[config.mk]
export PLATFORM = sky130hd
export DESIGN_NAME = bcd_scan_display
export DESIGN_NICKNAME = d
export VERILOG_FILES = /design/src/rtl/bcd_scan_display.sv
export SDC_FILE = /design/constraint.sdc
export NUM_CORES = 1
export LEC_CHECK = 0
export BUFFER_PORTS_ARGS = -buffer_cell sky130_fd_sc_hd__buf_4
export CORE_MARGIN = 2
export CORE_UTILIZATION = 45
export CTS_CLUSTER_SIZE = 25
export DETAILED_ROUTE_END_ITERATION = 10
export GPL_TIMING_DRIVEN = 0
export MAX_ROUTING_LAYER = met4
export PLACE_DENSITY = 0.76
export SLEW_MARGIN = 10
export SYNTH_ARGS = -nofsm -noshare
export SYNTH_HDL_FRONTEND = slang
export SYNTH_SLANG_ARGS = --single-unit
[constraint.sdc]
create_clock -name clk -period 3.2 [get_ports clk]
set_input_delay 0.32 -clock clk [delete_from_list [all_inputs] [get_ports clk]]
set_output_delay 0.32 -clock clk [all_outputs]
set_load 0.005 [all_outputs]
[src/rtl/bcd_scan_display.sv]
// Time-multiplexed common-anode 7-segment driver for NDIG packed BCD digits.
// Scans one digit per prescaler tick and takes one snapshot of the digits per frame.
module bcd_scan_display #(
  parameter int NDIG     = 4,
  parameter int SCAN_DIV = 50000,
  parameter int BLANK_LZ = 1
) (
  input  logic                clk,
  input  logic                s_n,
  input  logic                ce,
  input  logic [4*NDIG-1:0]   dat,
  input  logic [NDIG-1:0]     dp_in,
  output logic [NDIG-1:0]     an,
  output logic [6:0]          seg,
  output logic                dp,
  output logic [2:0]          slot
);

  localparam int              CW       = $clog2(SCAN_DIV);
  localparam logic [CW-1:0]   CNT_MAX  = CW'(SCAN_DIV - 1);
  localparam logic [2:0]      SLOT_MAX = 3'(NDIG - 1);

  logic [CW-1:0]     cnt_q, cnt_d;
  logic [2:0]        slot_q, slot_d;
  logic [4*NDIG-1:0] snap_dat_q, snap_dat_d;
  logic [NDIG-1:0]   snap_dp_q, snap_dp_d;
  logic [NDIG-1:0]   an_q, an_d;
  logic [6:0]        seg_q, seg_d;
  logic              dp_q, dp_d;

  logic              tick;
  logic              all_zero;
  logic [NDIG-1:0]   lz;
  logic [3:0]        cur_digit;
  logic              cur_dp;
  logic              cur_blank;

  // Active-low segment patterns {g,f,e,d,c,b,a}; non-BCD codes show a dash.
  function automatic logic [6:0] bcd_to_seg(input logic [3:0] d);
    logic [6:0] s;
    case (d)
      4'd0:    s = 7'h40;
      4'd1:    s = 7'h79;
      4'd2:    s = 7'h24;
      4'd3:    s = 7'h30;
      4'd4:    s = 7'h19;
      4'd5:    s = 7'h12;
      4'd6:    s = 7'h02;
      4'd7:    s = 7'h78;
      4'd8:    s = 7'h00;
      4'd9:    s = 7'h10;
      default: s = 7'h3F;
    endcase
    return s;
  endfunction

  always_comb begin
    tick       = ce && (cnt_q == CNT_MAX);
    cnt_d      = cnt_q;
    slot_d     = slot_q;
    snap_dat_d = snap_dat_q;
    snap_dp_d  = snap_dp_q;
    an_d       = an_q;
    seg_d      = seg_q;
    dp_d       = dp_q;
    all_zero   = 1'b1;
    lz         = '0;
    cur_digit  = '0;
    cur_dp     = 1'b0;
    cur_blank  = 1'b0;

    if (ce) begin
      cnt_d = tick ? '0 : cnt_q + CW'(1);
    end

    if (tick) begin
      slot_d = (slot_q == SLOT_MAX) ? 3'd0 : slot_q + 3'd1;
      if (slot_q == SLOT_MAX) begin
        snap_dat_d = dat;
        snap_dp_d  = dp_in;
      end
    end

    // lz[i] is set when every snapshot digit from the top down to i is zero.
    for (int i = NDIG - 1; i >= 0; i--) begin
      all_zero = all_zero & (snap_dat_d[i*4 +: 4] == 4'd0);
      lz[i]    = all_zero;
    end

    for (int i = 0; i < NDIG; i++) begin
      if (slot_d == 3'(i)) begin
        cur_digit = snap_dat_d[i*4 +: 4];
        cur_dp    = snap_dp_d[i];
        cur_blank = (BLANK_LZ != 0) && (i != 0) && lz[i];
      end
    end

    // Outputs are loaded on the tick edge so they move together with slot.
    if (tick) begin
      for (int i = 0; i < NDIG; i++) begin
        an_d[i] = (slot_d != 3'(i));
      end
      seg_d = cur_blank ? 7'h7F : bcd_to_seg(cur_digit);
      dp_d  = ~cur_dp;
    end
  end

  always_ff @(posedge clk or negedge s_n) begin
    if (!s_n) begin
      cnt_q      <= '0;
      slot_q     <= SLOT_MAX;
      snap_dat_q <= '0;
      snap_dp_q  <= '0;
      an_q       <= '1;
      seg_q      <= 7'h7F;
      dp_q       <= 1'b1;
    end else begin
      cnt_q      <= cnt_d;
      slot_q     <= slot_d;
      snap_dat_q <= snap_dat_d;
      snap_dp_q  <= snap_dp_d;
      an_q       <= an_d;
      seg_q      <= seg_d;
      dp_q       <= dp_d;
    end
  end

  assign an   = an_q;
  assign seg  = seg_q;
  assign dp   = dp_q;
  assign slot = slot_q;

endmodule

Yosys cells after proc, flatten, opt, wreduce, memory -nomap -nowiden
Memory sizes are Yosys's and may differ from the RTL's.
Cells that the tools add are included.
- bits in read-only memories: 112
- output and inout port bits: 15
- register bits: 51
- input port bits: 23
- logic and storage cells: 46
- memories kept: 1
- memories (memory ; words ; width ; rd ports ; clocked after Yosys merged registers in ; wr ports ; line ; text):
    (name not given) ; 16 ; 7 ; 1 ; 0 ; 0 ; 41 ; case (d)
- mux-type cells: 19
- bitwise operators: 3
- add/sub/neg operators: 2
- reduce and logical (&&, ||, !) cells: 6
- equal/unequal tests: 8
- operator list (kind ; count):
    two-way mux 16 bit ; 3
    two-way mux 4 bit ; 6
    adder 16 x 1 -> 16 bit (second input constant) ; 1
    == test 16 bit (second input constant) ; 1
    logical NOT 4 bit ; 3
    == test 3 x 2 -> 1 bit (second input constant) ; 3
    two-way mux 1 bit ; 7
    two-way mux 7 bit ; 1
    two-way mux 3 bit ; 2
    != test 3 x 2 -> 1 bit (second input constant) ; 2
    adder 3 x 1 -> 3 bit (second input constant) ; 1
    == test 3 x 1 -> 1 bit (second input constant) ; 1
    logical NOT 3 bit ; 1
    != test 3 x 1 -> 1 bit (second input constant) ; 1
    nonzero test 3 bit ; 1
    bitwise AND 1 bit ; 2
    logical AND 1 bit ; 1
    NOT 1 bit ; 1

Depth between registers and ports, before layout
- depth in word-level cells: 10
- gate-level depth with buffers: 14
- depth with buffers taken out: 12

Worst setup path after synthesis
No wires, ideal clock.
- kind: reg-to-reg
- start point: reg cnt_q[11]
- end point: reg seg_q[3], in the netlist seg[3]
- stages on the path, launching flop included: 13
- data arrival time: 3.240 ns
- setup slack: -0.129 ns
- clock period less this slack: 3.329 ns
- setup time: 0.089 ns
- path through: dfrtp_1 -> or4_4 -> or4_4 -> buf_6 -> clkbuf_1 -> o21ai_0 -> nand3_1 -> o31ai_1 -> a21boi_0 -> ha_1 -> inv_1 -> mux2i_1 -> a211oi_1
- cells in the longest elaborated chain, start to end: 10
- RTL lines (element ; line ; text):
    start: declaration ; 23 ; logic [CW-1:0] cnt_q, cnt_d;
    start signal: assignment ; 118 ; cnt_q <= cnt_d;
    == test 16 bit (*) ; 58 ; tick = ce && (cnt_q == CNT_MAX);
    logical AND 1 bit (*) ; 58 ;
    two-way mux 3 bit or two-way mux 16 bit (tied branches) ; 76 ; if (tick) begin
    logical NOT 3 bit or logical NOT 4 bit (tied branches) ; 91, 86 ;
    two-way mux 4 bit or bitwise AND 1 bit (tied branches) (2 in series) ; 91, 86 ;
    two-way mux 4 bit or two-way mux 1 bit (tied branches) (2 in series) ; 91 ; if (slot_d == 3'(i)) begin
    memory (16 x 7 bit) or two-way mux 1 bit (tied branches) ; -- ;
    two-way mux 7 bit ; 103 ; seg_d = cur_blank ? 7'h7F : bcd_to_seg(cur_digit);
    end signal: assignment ; 123 ; seg_q <= seg_d;
    end: declaration ; 28 ; logic [6:0] seg_q, seg_d;
Every way passes the cells marked *; elsewhere a longest branch is shown, timed or not.
A chain may end at the register's enable or synchronous reset.

Worst setup path after layout
- start point: reg cnt_q[7]
- end point: reg seg_q[3], in the netlist seg[3]
Same word-level chain as after synthesis.

==> impl_metrics.csv <==
group,metric,value,unit
status,status,"complete, but fails checks",
sta,hold_viol,0,
clock_tree,htree_levels,2,
floorplan,core,6350,sq um
clock_tree,cts_tree,"yes",
routing,wl_per_cell,16.97,um
floorplan,die_x,85.14,um
clock_tree,hold_buffers,0,
yosys,ys_ff_latch,51,
finish,layout-drive-gt1-share,38.40,%
sta,fin_skew,0.004858,ns
worst_setup_path,cp_slowest_cell,"or4_4",
finish,area_growth,34.88,%
worst_setup_path,worstSetupPathType,"reg2reg",
finish,final_common_cell,"buf_4",
global_routing,grt_first_pass_wirelength,12610,um
worst_setup_path,worstPathCellList,"or4bb_4 > or4_4 > buf_8 > o21ai_4 > a21boi_4 > o31ai_4 > a21boi_4 > buf_6 > inv_2 > ha_2 > mux2i_1 > a211oi_2",
worst_hold_path,hold_path_class,"in2async",
finish,final_util,62.94,%
sta,worst_slew_pin_slew,0.6493,ns
routing,vias,2680,
power,vdd_drop_max,0.2668,mV
worst_setup_path,path_max_fanout,5,
placed_design,gp_congestion,0.9048,
routing,final_antenna_net_count,0,
worst_setup_path,crit_path_end_kind,"flop",
yosys,async_flop_share,100.0,%
sta,holdWs,0.03023,ns
finish,stdcell_area,3996,sq um
clock_tree,clockBufferDepth,2,
routing,first_iter_violations,183,
yosys,syn_avg_cell_area,9.436,sq um
run,drv_cap,0,
sta,relSlewSlack,56.71,%
worst_setup_path,cp.required,3.42,ns
worst_setup_path,path_common_cell,"a21boi_4",
sta,period_minus_slack,3.292,ns
worst_setup_path,crit_buf_inv,3,
floorplan,start_util,46.66,%
global_routing,grt_max_degree,52,
clock_tree,cts_made_buffers,5,
sta,finalWorstSetupSlack,-0.09203,ns
placed_design,dpl.hpwl,4946,um
sta,setup_viol,6,
worst_setup_path,worstPathArrival,3.51,ns
sta,rsz0062_at_grt,"yes",
power,p_per_area,304.5,nW/um^2
worst_setup_path,worstReg2RegStart,"cnt_q[7]",
yosys,synthFlopType,"dfrtp_1",
yosys,netlist_area,2963,sq um
floorplan,rows,29,
clock_tree,clkSinkCount,51,
status,violations,"setup timing",
routing,dr.pass1.iters,4,
routing,via_per_inst,5.763,
placed_design,placed_cell_area,3347,sq um
worst_setup_path,crit_family,"simple AND/OR/NAND/NOR gates",
sta,maxSlewViolCount,0,
worst_setup_path,cpPeakStageDelay,0.57,ns
finish,nNetsFinal,418,
routing,wirelength,7890,um
global_routing,track_usage,22.27,%
floorplan,die_area,7249,sq um
placed_design,io_buffers,37,
clock_tree,cts_root_buf,"clkbuf_8",
yosys,synth-edff-count,0,
yosys,yosys_warnings,0,
floorplan,die-height,85.14,um
yosys,ys_seq_area_share,43.67,%
clock_tree,path_clk_slew,0.09,ns
routing,drc_errors,0,
worst_setup_path,worst_setup_path_start_kind,"flop",
floorplan,ios,38,
clock_tree,worstSkewPairLatency,0.30,ns
finish,diodes,0,
yosys,synthesis.nets,345,
global_routing,gr-total-overflow,0,
worst_setup_path,startpoint,"cnt_q[7]",
finish,most-common-layout-cells,"63 x buf_4, 47 x nand2_1, 36 x dfrtp_1",
yosys,ys_types,56,
global_routing,antenna_found_initial,0,
yosys,synth_cells,314,
sta,fmax,0.3038,GHz
power,p_leak,1.789,nW
sta,period_share,102.9,%
global_routing,first_global_vias,2579,
-- Yosys cell counts (4+ instances only) --
master	count	area share, %
a211oi_1	10	2.5
a21oi_1	7	1.2
clkbuf_1	10	1.3
dfrtp_1	37	31
dfstp_2	14	12
ha_1	8	3.4
inv_1	18	2.3
mux2_2	5	1.9
mux2i_1	10	3.4
nand2_1	47	6.0
nand2b_1	4	0.84
nand3_1	14	2.4
nand4_1	5	1.1
nor2_1	29	3.7
nor3_1	6	1.0
nor4_1	5	1.1
o21ai_0	16	2.7
xnor2_1	7	2.1
xor2_1	7	2.1
-- final cells by class --
type | count | area [sq um]
Fill cell | 462 | 2354
Multi-Input combinational cell | 233 | 1833
Sequential cell | 51 | 1295
Timing Repair Buffer | 66 | 528.0
Tap cell | 77 | 96.34
Buffer | 12 | 87.58
Clock buffer | 5 | 68.82
Inverter | 18 | 67.56
Clock inverter | 3 | 20.02
-- flip-flops by register name (all words and copies together) (netlist names) --
signal      count
snap_dp_q       4
cnt_q          16
an              4
snap_dat_q     16
seg             7
slot            3
dp              1
-- logic make-up (layout without fill, tap and decap cells) --
logic type      after synthesis  count (layout)  share of synthesized area [%]
simple gates                137             137                          24.62
compound gates               59              59                          14.82
flops                        51              51                          43.67
buf+inv                      30             104                          4.096
mux                          15              15                          5.279
xor+xnor                     14              14                          4.139
fa+ha+maj                     8               8                          3.379
-- final timing paths --
| kind | to | slack [ns] | cells past startpoint |
|---|---|---|---|
| worst min register to register | an[3] | 0.50 | 2 |
| min in group clk | snap_dat_q[6] | 0.21 | 3 |
| worst min-delay path | snap_dat_q[0] | 0.03 | 1 |
| worst max register to register | seg[3] | -0.09 | 12 |
| worst max-delay path | seg[3] | -0.09 | 12 |
| max in group asynchronous | cnt_q[8] | 2.71 | 1 |
-- layer usage --
metal	up-vias	track usage (%)	share of wire (%)
li1	1266	-	-
met1	1302	29.07	42
met2	98	35.44	51
met3	14	3.405	5.4
met4	0	7.792	1.5
met5	-	-	0
-- stage by stage --
| stage | setup WS, ns | std cells | TNS [ns] | total power (W) |
|---|---|---|---|---|
| after floorplan | 0.04466 | 314 | 0 | 0.0007776 |
| after global placement | -0.4463 | 428 | -2.114 | 0.0008266 |
| after detailed placement | -0.4774 | 428 | -2.365 | 0.0008328 |
| after CTS | 0.002031 | 455 | 0 | 0.001215 |
| after global routing | -0.1797 | 465 | -1.015 | 0.001280 |
| final | -0.09203 | 465 | -0.3606 | 0.001217 |
-- report_power, final --
part	internal [W]	leakage [nW]	switching (W)
Clock	0.000153	0.0402	0.000217
Combinational	0.0000695	1.10	0.0000594
Sequential	0.000681	0.647	0.0000374
Total	0.000903	1.79	0.000314
-- what timing repair did --
action / CTS / global route
buffers inserted: 18 / 10
endpoints found under the setup margin: 7 / 7
cloned: 1 / 0
pin swaps: 16 / 11
resized for setup: 40 / 32
Note: power is estimated with default switching activity, not from simulation.
